### config.mk
export PLATFORM = sky130hd
export DESIGN_NAME = seq_mult_adder
export DESIGN_NICKNAME = d
export VERILOG_FILES = /design/src/rtl/seq_mult_adder.sv
export SDC_FILE = /design/constraint.sdc
export NUM_CORES = 1
export LEC_CHECK = 0
export CAP_MARGIN = 10
export CORE_UTILIZATION = 30
export DETAILED_ROUTE_END_ITERATION = 12
export SLEW_MARGIN = 20
export SYNTH_ARGS = -nofsm -noshare
export SYNTH_HDL_FRONTEND = slang
export SYNTH_SLANG_ARGS = --single-unit
### constraint.sdc
create_clock -name clk_i -period 12.4 [get_ports clk_i]
set_clock_uncertainty 0.05 [all_clocks]
set_input_delay 1.24 -clock clk_i [delete_from_list [all_inputs] [get_ports clk_i]]
set_output_delay 1.24 -clock clk_i [all_outputs]
set_load 0.01 [all_outputs]
### src/rtl/seq_mult_adder.sv
// Digit-serial signed dot-product/accumulate (D = C_in + sum row*column). Latency bitSize+1 cycles.
// Holds the result in DONE until ready_out is high, and accepts no input while busy.
module seq_mult_adder #(
  parameter int K         = 2,
  parameter int P         = 2,
  parameter int MAX_WIDTH = 16
) (
  input  logic                            clk_i,
  input  logic                            rst_i,
  input  logic signed [MAX_WIDTH-1:0]     row    [K],
  input  logic signed [MAX_WIDTH-1:0]     column [K],
  input  logic signed [2*MAX_WIDTH-1:0]   C_in,
  input  logic [$clog2(MAX_WIDTH):0]      bitSize,
  input  logic                            valid_in,
  output logic                            ready_in,
  output logic signed [2*MAX_WIDTH-1:0]   D,
  output logic                            valid_out,
  input  logic                            ready_out
);

  localparam int NDIG = MAX_WIDTH / P;
  localparam int BW   = $clog2(MAX_WIDTH) + 1;
  localparam int IW   = $clog2(MAX_WIDTH);
  localparam int AW   = 2 * MAX_WIDTH;

  typedef enum logic [1:0] {IDLE, COMPUTE, DONE} state_t;

  state_t                 state, state_nxt;
  logic [BW-1:0]          n_eff, n_q, cnt;
  logic signed [AW-1:0]   acc, step_sum;
  logic [MAX_WIDTH-1:0]   row_sh [K];
  logic signed [AW-1:0]   col_sh [K];
  logic                   top_dig;

  // Keep bits [P*nd-1:0] and replicate bit P*nd-1 above them.
  function automatic logic [MAX_WIDTH-1:0] sext(input logic [MAX_WIDTH-1:0] v,
                                                input logic [BW-1:0] nd);
    int                   w;
    logic [IW-1:0]        msb;
    logic [MAX_WIDTH-1:0] r;
    w   = P * int'(nd);
    msb = IW'(w - 1);
    for (int j = 0; j < MAX_WIDTH; j++) begin
      r[j] = (j < w) ? v[j] : v[msb];
    end
    return r;
  endfunction

  always_comb begin
    n_eff = bitSize;
    if (bitSize == '0 || bitSize > BW'(NDIG)) n_eff = BW'(NDIG);
  end

  // Row is consumed low digit first; the column is pre-shifted so each digit
  // product already carries its weight. Only the most significant digit is signed.
  assign top_dig = (cnt == n_q - BW'(1));

  always_comb begin
    step_sum = '0;
    for (int k = 0; k < K; k++) begin
      step_sum = step_sum +
        $signed({{(AW-P){top_dig & row_sh[k][P-1]}}, row_sh[k][P-1:0]}) * col_sh[k];
    end
  end

  always_ff @(posedge clk_i or posedge rst_i) begin
    if (rst_i) state <= IDLE;
    else       state <= state_nxt;
  end

  always_comb begin
    state_nxt = state;
    case (state)
      IDLE:    if (valid_in)    state_nxt = COMPUTE;
      COMPUTE: if (cnt == n_q)  state_nxt = DONE;
      DONE:    if (ready_out)   state_nxt = IDLE;
      default:                  state_nxt = IDLE;
    endcase
  end

  assign ready_in  = (state == IDLE);
  assign valid_out = (state == DONE);

  always_ff @(posedge clk_i or posedge rst_i) begin
    if (rst_i) begin
      acc <= '0;
      cnt <= '0;
      n_q <= '0;
      D   <= '0;
      for (int k = 0; k < K; k++) begin
        row_sh[k] <= '0;
        col_sh[k] <= '0;
      end
    end else begin
      case (state)
        IDLE: begin
          if (valid_in) begin
            acc <= C_in;
            cnt <= '0;
            n_q <= n_eff;
            for (int k = 0; k < K; k++) begin
              row_sh[k] <= sext(row[k], n_eff);
              col_sh[k] <= AW'($signed(sext(column[k], n_eff)));
            end
          end
        end
        COMPUTE: begin
          if (cnt == n_q) begin
            D <= acc;
          end else begin
            acc <= acc + step_sum;
            cnt <= cnt + BW'(1);
            for (int k = 0; k < K; k++) begin
              row_sh[k] <= row_sh[k] >> P;
              col_sh[k] <= col_sh[k] <<< P;
            end
          end
        end
        default: ;
      endcase
    end
  end

endmodule

==> results.txt, run 1 <==
- Run status: finished clean
* Post-synth top area cell: sky130_fd_sc_hd__dfrtp_1
- From bottom edge to top edge, the die measures 222 um.
- Via count of the first global-routing pass: 12100
- Maximum Capacitance Violations: 0
- CP startpoint kind: flip-flop
- Clock buffer count from CTS: 17
* Worst setup path class: reg -> reg
* Sum of overflow across all layers after global routing: 0
* Post-detailed-route DRC marker count: 0
- Area growth from synthesis to layout: 18.4%
- Along the worst path, the maximum fanout reaches 18.
- Dividing the synthesized area by the synthesized cell count gives 9.12 sq um.
* Total routing resource utilization after global routing: 17.8%
* Worst Setup End Kind: flip-flop
- For this design, the slowest cell found on the critical path is sky130_fd_sc_hd__o31ai_2.
* Total core area: 47700 sq um
- Buffers inserted by post-CTS timing repair: 0
- HPWL Detailed: 31600 um
- After clock tree synthesis, the flow added hold-fix buffers numbering 0.
* Width of the die: 222 um
* Simple-gate share of the synthesized area: 17.8%
- I/O pin cnt: 139
- Antenna violations before repair: 1
* Cells taking the most area after synthesis: sky130_fd_sc_hd__dfrtp_1 30%, sky130_fd_sc_hd__fa_1 21%, sky130_fd_sc_hd__ha_1 5.8%
* Area fraction of the dominant cell type after synthesis: 29.6%
- Synthesized flop and latch total: 172
- The worst hold path begins at row_sh[15].
* Initial core utilization: 30.5%
- Ratio of cells with drive above 1 in the final layout: 6.90%
- Worst reg-to-reg path cell count: 24
- The cell that appears most often on the critical path is sky130_fd_sc_hd__fa_1.
- First-pass iteration count of the detailed router: 5
- The first global-routing pass estimated 67400 um of wire.
* Async set-or-reset flop fraction in the synthesized netlist: 100%
- Along the worst hold path, the cell count comes to 2.
- Dominant combinational cell family by area after synthesis: adder cells
- Clock Latency Late Sink: 470 ps
* CP required: 12750 ps
- Number of buffers inserted by port buffering: 138
* Final-layout setup total negative slack: 0 ps
- TritonCTS built the clock tree.
- Sequential elements use 29.6% of the synthesized area.
- The longest clock path from root to sink contains 2 buffers.
- Setup repair after global routing left no endpoint under its margin.
- Net count, final: 2017
* Post-CTS resize count: 0
- Measured against the total synthesized area, the mux share comes to 4.21%.
- The H-tree generated during clock tree synthesis spans 4 levels.
* Count of antenna diodes in the layout: 0
- The routed layout has 11700 vias.
* CTS root buffer: sky130_fd_sc_hd__clkbuf_16
- The number of pins exceeding their max-slew limit in the final report was 0.
- Top flip-flop cell by instance count after synthesis: sky130_fd_sc_hd__dfrtp_1
* Startpoint of the most critical register-to-register path: n_q[0]
- For the pin with the worst max-slew slack, the measured transition is 1020 ps.
- Mapped Area: 14500 sq um
* Clock-pin slew of the registers on the worst-case setup and hold paths: 80 ps
* Number of warnings reported in the yosys synthesis log: 0
- In this run the remaining antenna-violating nets after routing total 0.
- Critical Path, Cell by Cell: inv_1, ha_1, o21ba_1, a221o_1, a2111oi_4, nand2_1, buf_4, nor2_1, fa_1, fa_1, fa_1, inv_1, fa_1, inv_1, ha_1, o21ai_0, a21oi_1, o31ai_2, a32oi_2, a2111oi_2, o31ai_2, a21boi_0, o41a_1, nand2_1
- In this run the critical register-to-register path is captured at acc[28].
- Slowest stage delay, CP: 720 ps
* Vias/cell: 5.05
* Share of the clock period used by the worst path after layout: 62.3%
- Buffers & Inverters on Critical Path: 4
- Synth Instances: 1596
* Endpoint of the worst hold-timing path: row_sh[15]
* Parity-gate share of the synthesized area counting xor and xnor cells: 3.18%
- On the critical path the largest part of the delay comes from compound AO/OA/AOI/OAI gates.
* Post-synthesis cell type count: 65
* Setup slack on the worst flop-to-flop path: 4670 ps
* DR iter-0 viols: 956
- Derived from the worst setup path, the maximum achievable clock frequency is 129 MHz.
- The synthesized design contains 0 enable-type register cells.
- The synthesized netlist devotes 26.3% of its cell area to adder and majority cells.
- Clock Sinks: 172
- The die covers 49400 sq um.
* Count of endpoints failing setup in the final report: 0
- Routability-driven placement finished with a final weighted congestion of 0.893.
* Worst max-slew margin expressed relative to the limit: 31.3%
* Minimum clock period after layout: 7730 ps
* Worst hold path class: reg -> reg
- For the worst setup path, the data arrival time is 8080 ps.
* Post-Synthesis Net Count: 1917
- The final hold violation count is 0.
- WL per Instance: 18.3 um
- Placement Rows: 80
- Entering global routing, the biggest net connects 102 pins.
- For this block, the routed nets add up to 42600 um of wire.
* Complex-gate fraction of the synthesized area: 12.3%
[placed cells by master, fill, tap and decap left out, drive strengths merged, types with 19 or more instances in the layout]
cell / synthesis / final
nand3: 44 / 44
clkdlybuf4s50: 0 / 138
buf: 12 / 19
o22ai: 31 / 31
nor3: 27 / 27
xnor2: 32 / 32
and2: 115 / 115
o21ai: 91 / 91
dfrtp: 172 / 172
nor2: 155 / 155
inv: 180 / 189
xor2: 20 / 20
a21oi: 121 / 121
fa: 149 / 149
nand2: 162 / 162
mux2: 32 / 32
ha: 67 / 67
[synth_stat cells, types with 2 or more instances]
cell                        count
sky130_fd_sc_hd__nor3b_1        2
sky130_fd_sc_hd__nand3_1       44
sky130_fd_sc_hd__and2_1       115
sky130_fd_sc_hd__nor2_1       155
sky130_fd_sc_hd__o21a_1         5
sky130_fd_sc_hd__a31oi_1        7
sky130_fd_sc_hd__buf_2          4
sky130_fd_sc_hd__nand2b_1       6
sky130_fd_sc_hd__o2111ai_1      3
sky130_fd_sc_hd__a221oi_1       2
sky130_fd_sc_hd__or2_2          7
sky130_fd_sc_hd__a21oi_1      119
sky130_fd_sc_hd__and4_1         2
sky130_fd_sc_hd__xnor2_1       31
sky130_fd_sc_hd__xor2_1        20
sky130_fd_sc_hd__a21o_1         9
sky130_fd_sc_hd__fa_1         149
sky130_fd_sc_hd__nor4_1         4
sky130_fd_sc_hd__ha_1          67
sky130_fd_sc_hd__mux2_2        32
sky130_fd_sc_hd__or3_1          3
sky130_fd_sc_hd__nor2b_1       11
sky130_fd_sc_hd__a22oi_1       12
sky130_fd_sc_hd__nand4_1        4
sky130_fd_sc_hd__o31ai_1        3
sky130_fd_sc_hd__mux4_2         8
sky130_fd_sc_hd__nor3_1        27
sky130_fd_sc_hd__and3_1         4
sky130_fd_sc_hd__nand2_1      162
sky130_fd_sc_hd__o31ai_2        2
sky130_fd_sc_hd__inv_1        179
sky130_fd_sc_hd__dfrtp_1      172
sky130_fd_sc_hd__a221o_1        3
sky130_fd_sc_hd__buf_1          6
sky130_fd_sc_hd__clkbuf_1      64
sky130_fd_sc_hd__mux2i_1        5
sky130_fd_sc_hd__o22ai_1       31
sky130_fd_sc_hd__o21ai_0       90
[layer usage]
metal  wire length, um  vias up  GRT usage [%]
li1                  -     5429              -
met1             19000     5839           24.3
met2             19500      405           28.1
met3              3150       56           3.68
met4               971        2           5.62
met5                13        -              0
[sequential cells by signal, summed over array words and instances, names as in the netlist]
signal  flops
state       2
D          32
row_sh     32
acc        32
n_q         5
cnt         5
col_sh     64
[tightest hold or removal path: stages, from the launching register on]
cell	delay, ps
sky130_fd_sc_hd__dfrtp_1	350
sky130_fd_sc_hd__nand2_1	50
sky130_fd_sc_hd__o21ai_0	60
[metrics by stage]
step | std cells | instance area [sq um] | setup WS, ps | hold WS [ps] | util [%]
finish | 2324 | 17200 | 4670 | 444 | 36.1
global route | 2324 | 17200 | 4290 | 470 | 36.1
CTS | 2324 | 17200 | 4760 | 446 | 36.1
detailed placement | 2292 | 16600 | 4760 | 427 | 34.7
global placement | 2292 | 16600 | 5040 | 419 | 34.7
floorplan | 1596 | 14500 | 5990 | 400 | -
[worst max-delay path by stage]
stage / start / slack, ps / to / cells after the start
CTS: n_q[0] / 4760 / acc[28] / 24
floorplan: n_q[0] / 5990 / acc[30] / 23
finish: n_q[0] / 4670 / acc[28] / 24
global placement: n_q[0] / 5040 / acc[28] / 24
detailed placement: n_q[0] / 4760 / acc[31] / 24
global route: n_q[0] / 4290 / acc[31] / 24
[cell type report]
| cell class | instances | area (sq um) |
|---|---|---|
| fill | 4760 | 30500 |
| tap | 615 | 769 |
| sequential | 172 | 4300 |
| inverter | 180 | 681 |
| timing repair buffer | 157 | 1520 |
| multi-input combinational | 1168 | 9300 |
| clock inverter | 15 | 223 |
| clock buffer | 17 | 425 |
[logic make-up (layout without fill, tap and decap cells)]
logic type | after synthesis | after routing
DFF | 172 | 172
xor gates and xnor gates | 52 | 52
muxes | 46 | 46
AOI/OAI and AO/OA | 303 | 303
and+or+nand+nor | 551 | 551
adders and majority gates | 216 | 216
buffers and inverters | 256 | 369
Power of run 1 is not shown: default switching activity piles up to over one toggle a cycle in this logic, so the estimate is an artifact.
==> run 2: changes to the inputs <==
==> constraint.sdc (replaced) <==
create_clock -name clk_i -period 7 [get_ports clk_i]
set_clock_uncertainty 0.05 [all_clocks]
set_input_delay 0.7 -clock clk_i [delete_from_list [all_inputs] [get_ports clk_i]]
set_output_delay 0.7 -clock clk_i [all_outputs]
set_load 0.01 [all_outputs]
==> results.txt, run 2 (synthesis gave the netlist of run 1 again) <==
* First-pass GRT wire length: 68100 um (was 67400 um)
- First-pass iteration count of the detailed router: 5 (unchanged)
* Clock Latency Late Sink: 480 ps (was 470 ps)
* Placement Rows: 80 (unchanged)
- Arrival time reported for the critical path endpoint: 7170 ps (was 8080 ps)
- Highest-count cells in the layout ignoring fill and taps: 178 x sky130_fd_sc_hd__inv_1, 172 x sky130_fd_sc_hd__dfrtp_1, 160 x sky130_fd_sc_hd__nand2_1 (was 178 x sky130_fd_sc_hd__inv_1, 172 x sky130_fd_sc_hd__dfrtp_1, 161 x sky130_fd_sc_hd__nand2_1).
- The most common cell after layout, fill and taps aside is sky130_fd_sc_hd__inv_1 (unchanged).
- The total global routing overflow was 0 (unchanged).
- The via count normalized by instance count is 5.05 (about the same).
* Ratio of cells with drive above 1 in the final layout: 9.13% (was 6.90%)
- The number of cells on the worst reg-to-reg path is 25 (was 24).
- The final hold violation count was 0 (unchanged).
- Most numerous cell on the critical path: sky130_fd_sc_hd__fa_1 (unchanged)
- Final routed wirelength across all metal layers: 42800 um (was 42600 um)
- Count of antenna diodes in the layout: 0 (unchanged)
* Clock-pin slew of the registers on the worst-case setup and hold paths: 80 ps (about the same)
- Slowest stage delay, CP: 540 ps (was 720 ps)
- The actual transition at the worst max-transition pin was 1120 ps (was 1020 ps).
- Number of buffers inserted by port buffering: 138 (unchanged)
* Antenna violations before repair: 0 (was 1)
- The total routing usage reported by global routing is 17.9% (was 17.8%).
- The number of maximum-capacitance violations is 0 (unchanged).
- Worst max-slew margin expressed relative to the limit: 24.9% (was 31.3%)
- The final setup TNS is 0 ps (unchanged).
- Max Fanout on Critical Path: 16 (was 18)
- Achievable clock frequency: 147 MHz (was 129 MHz)
- The number of H-tree levels came to 4 (unchanged).
- The placeable core region is 47700 sq um (unchanged).
- The element type at the critical path start is a flip-flop (unchanged).
- Run status: finished clean (unchanged).
* Area growth from synthesis to layout: 20.1% (was 18.4%)
- The full die area came to 49400 sq um (unchanged).
* Count of endpoints failing setup in the final report: 0 (unchanged)
* Minimum clock period after layout: 6820 ps (was 7730 ps)
- The via count of the first global-routing pass came to 12400 (was 12100).
- WL per Instance: 18.2 um (was 18.3 um)
* End of the worst register-to-register path: acc[28] (unchanged)
- The endpoint required time on the critical path came to 7360 ps (was 12750 ps).
- Post-detailed-route DRC marker count: 0 (unchanged)
- The source of the worst hold timing path is row_sh[31] (was row_sh[15]).
- Endpoint of the worst hold-timing path: row_sh[31] (was row_sh[15])
* Clock Sinks: 172 (unchanged)
- The count of boundary I/O pins came to 139 (unchanged).
- Clock tree from TritonCTS: done (unchanged)
* Clock buffer count from CTS: 17 (unchanged)
- Register with the most flip-flops: col_sh (unchanged)
* Worst setup path class: reg -> reg (unchanged)
- Worst hold path class: reg -> reg (unchanged)
- The number of pins exceeding their max-slew limit in the final report is 0 (unchanged).
- The half-perimeter wire length of the detailed placement result is 31800 um (was 31600 um).
- Count of fill cells added during filler insertion: 4772 (was 4760)
* DR iter-0 viols: 864 (was 956)
- Routability congestion estimate from global placement: 0.918 (was 0.893)
* Maximum number of buffers from clock root to sink: 2 (unchanged)
- The core utilization of the finished layout is 36.6% (was 36.1%).
* Width of the die: 222 um (unchanged)
- The flip-flop count of the largest register, all copies and words added came to 64 (unchanged).
- The highest-delay cell along the critical path is sky130_fd_sc_hd__fa_1 (was sky130_fd_sc_hd__o31ai_2).
- Antenna Nets Post-Route: 0 (unchanged)
- The CTS root buffer was sky130_fd_sc_hd__clkbuf_16 (unchanged).
- Setup slack on the worst flop-to-flop path: 180 ps (was 4670 ps)
- Worst hold path depth: 2 (unchanged)
- The start of the worst register-to-register path is n_q[0] (unchanged).
- Die Height: 222 um (unchanged)
- The largest net degree at the start of global routing is 70 (was 102).
* Share of the clock period used by the worst path after layout: 97.4% (was 62.3%)
- Via total after detailed routing: 11800 (was 11700)
* Net count, final: 2039 (was 2017)
- The type of element capturing the critical path is a flip-flop (unchanged).
* Initial core utilization: 30.5% (unchanged)
-- run 2: cell types whose count changed in the layout (fill, tap and decap cells not counted), moves of 3 or more --
| cell | change |
|---|---|
| sky130_fd_sc_hd__nor2_2 | +5 |
| sky130_fd_sc_hd__buf_4 | +21 |
| sky130_fd_sc_hd__ha_2 | +3 |
| sky130_fd_sc_hd__ha_1 | -5 |
| sky130_fd_sc_hd__nor2_1 | -5 |
| sky130_fd_sc_hd__clkinv_4 | +5 |
| sky130_fd_sc_hd__bufinv_16 | -3 |
| sky130_fd_sc_hd__inv_8 | -5 |
-- run 2: what timing repair did --
| item | CTS | global route |
|---|---|---|
| hold buffers | 0 | 0 |
| endpoints found under the setup margin | 1 | 10 |
| setup buffers | 0 | 5 |
| pin swaps | 0 | 12 |
| gates resized for setup | 2 | 24 |
-- run 2: worst max path at each step --
stage	cells past startpoint	end	start
2_1_floorplan	23	acc[30]	n_q[0]
3_3_place_gp	25	acc[30]	n_q[0]
3_5_place_dp	25	acc[30]	n_q[0]
4_1_cts	27	acc[25]	n_q[0]
5_1_grt	24	acc[28]	n_q[0]
6_report	25	acc[28]	n_q[0]
-- run 2: cell type report --
| type | instances | area, sq um | area share [%] |
|---|---|---|---|
| tap | 615 | 769 | 4.40 |
| multi-input combinational | 1168 | 9440 | 54.0 |
| inverter | 180 | 681 | 3.89 |
| clock buffer | 18 | 439 | 2.51 |
| clock inverter | 14 | 154 | 0.880 |
| timing repair buffer | 179 | 1690 | 9.68 |
| sequential | 172 | 4300 | 24.6 |
-- run 2: worst max-delay path: cells and delay by family (launching register included) --
family                     cells  cell delay [ps]
DFF                            1              390
and+or+nand+nor                3              260
adders and majority gates      6             2500
buffers and inverters          5              510
AOI/OAI and AO/OA             11             3010
-- run 2: per-layer routing --
metal  wire length (um)  GRT usage, %  part of all wire (%)
met2              19300          28.2                    45
met5                  0             0                     0
met4                989          5.89                   2.3
met3               3510          4.18                   8.2
met1              19000          24.2                    44
-- run 2: stage by stage --
stage	instance area [sq um]	setup slack (ps)	std cells	hold WS, ps
6_report	17500	183	2346	436
5_1_grt	17500	-133	2346	470
4_1_cts	17300	32.0	2341	444
3_5_place_dp	16700	4.90	2309	426
3_3_place_gp	16700	164	2309	419
2_1_floorplan	14500	587	1596	400
Power of run 2 is left out for the same reason.
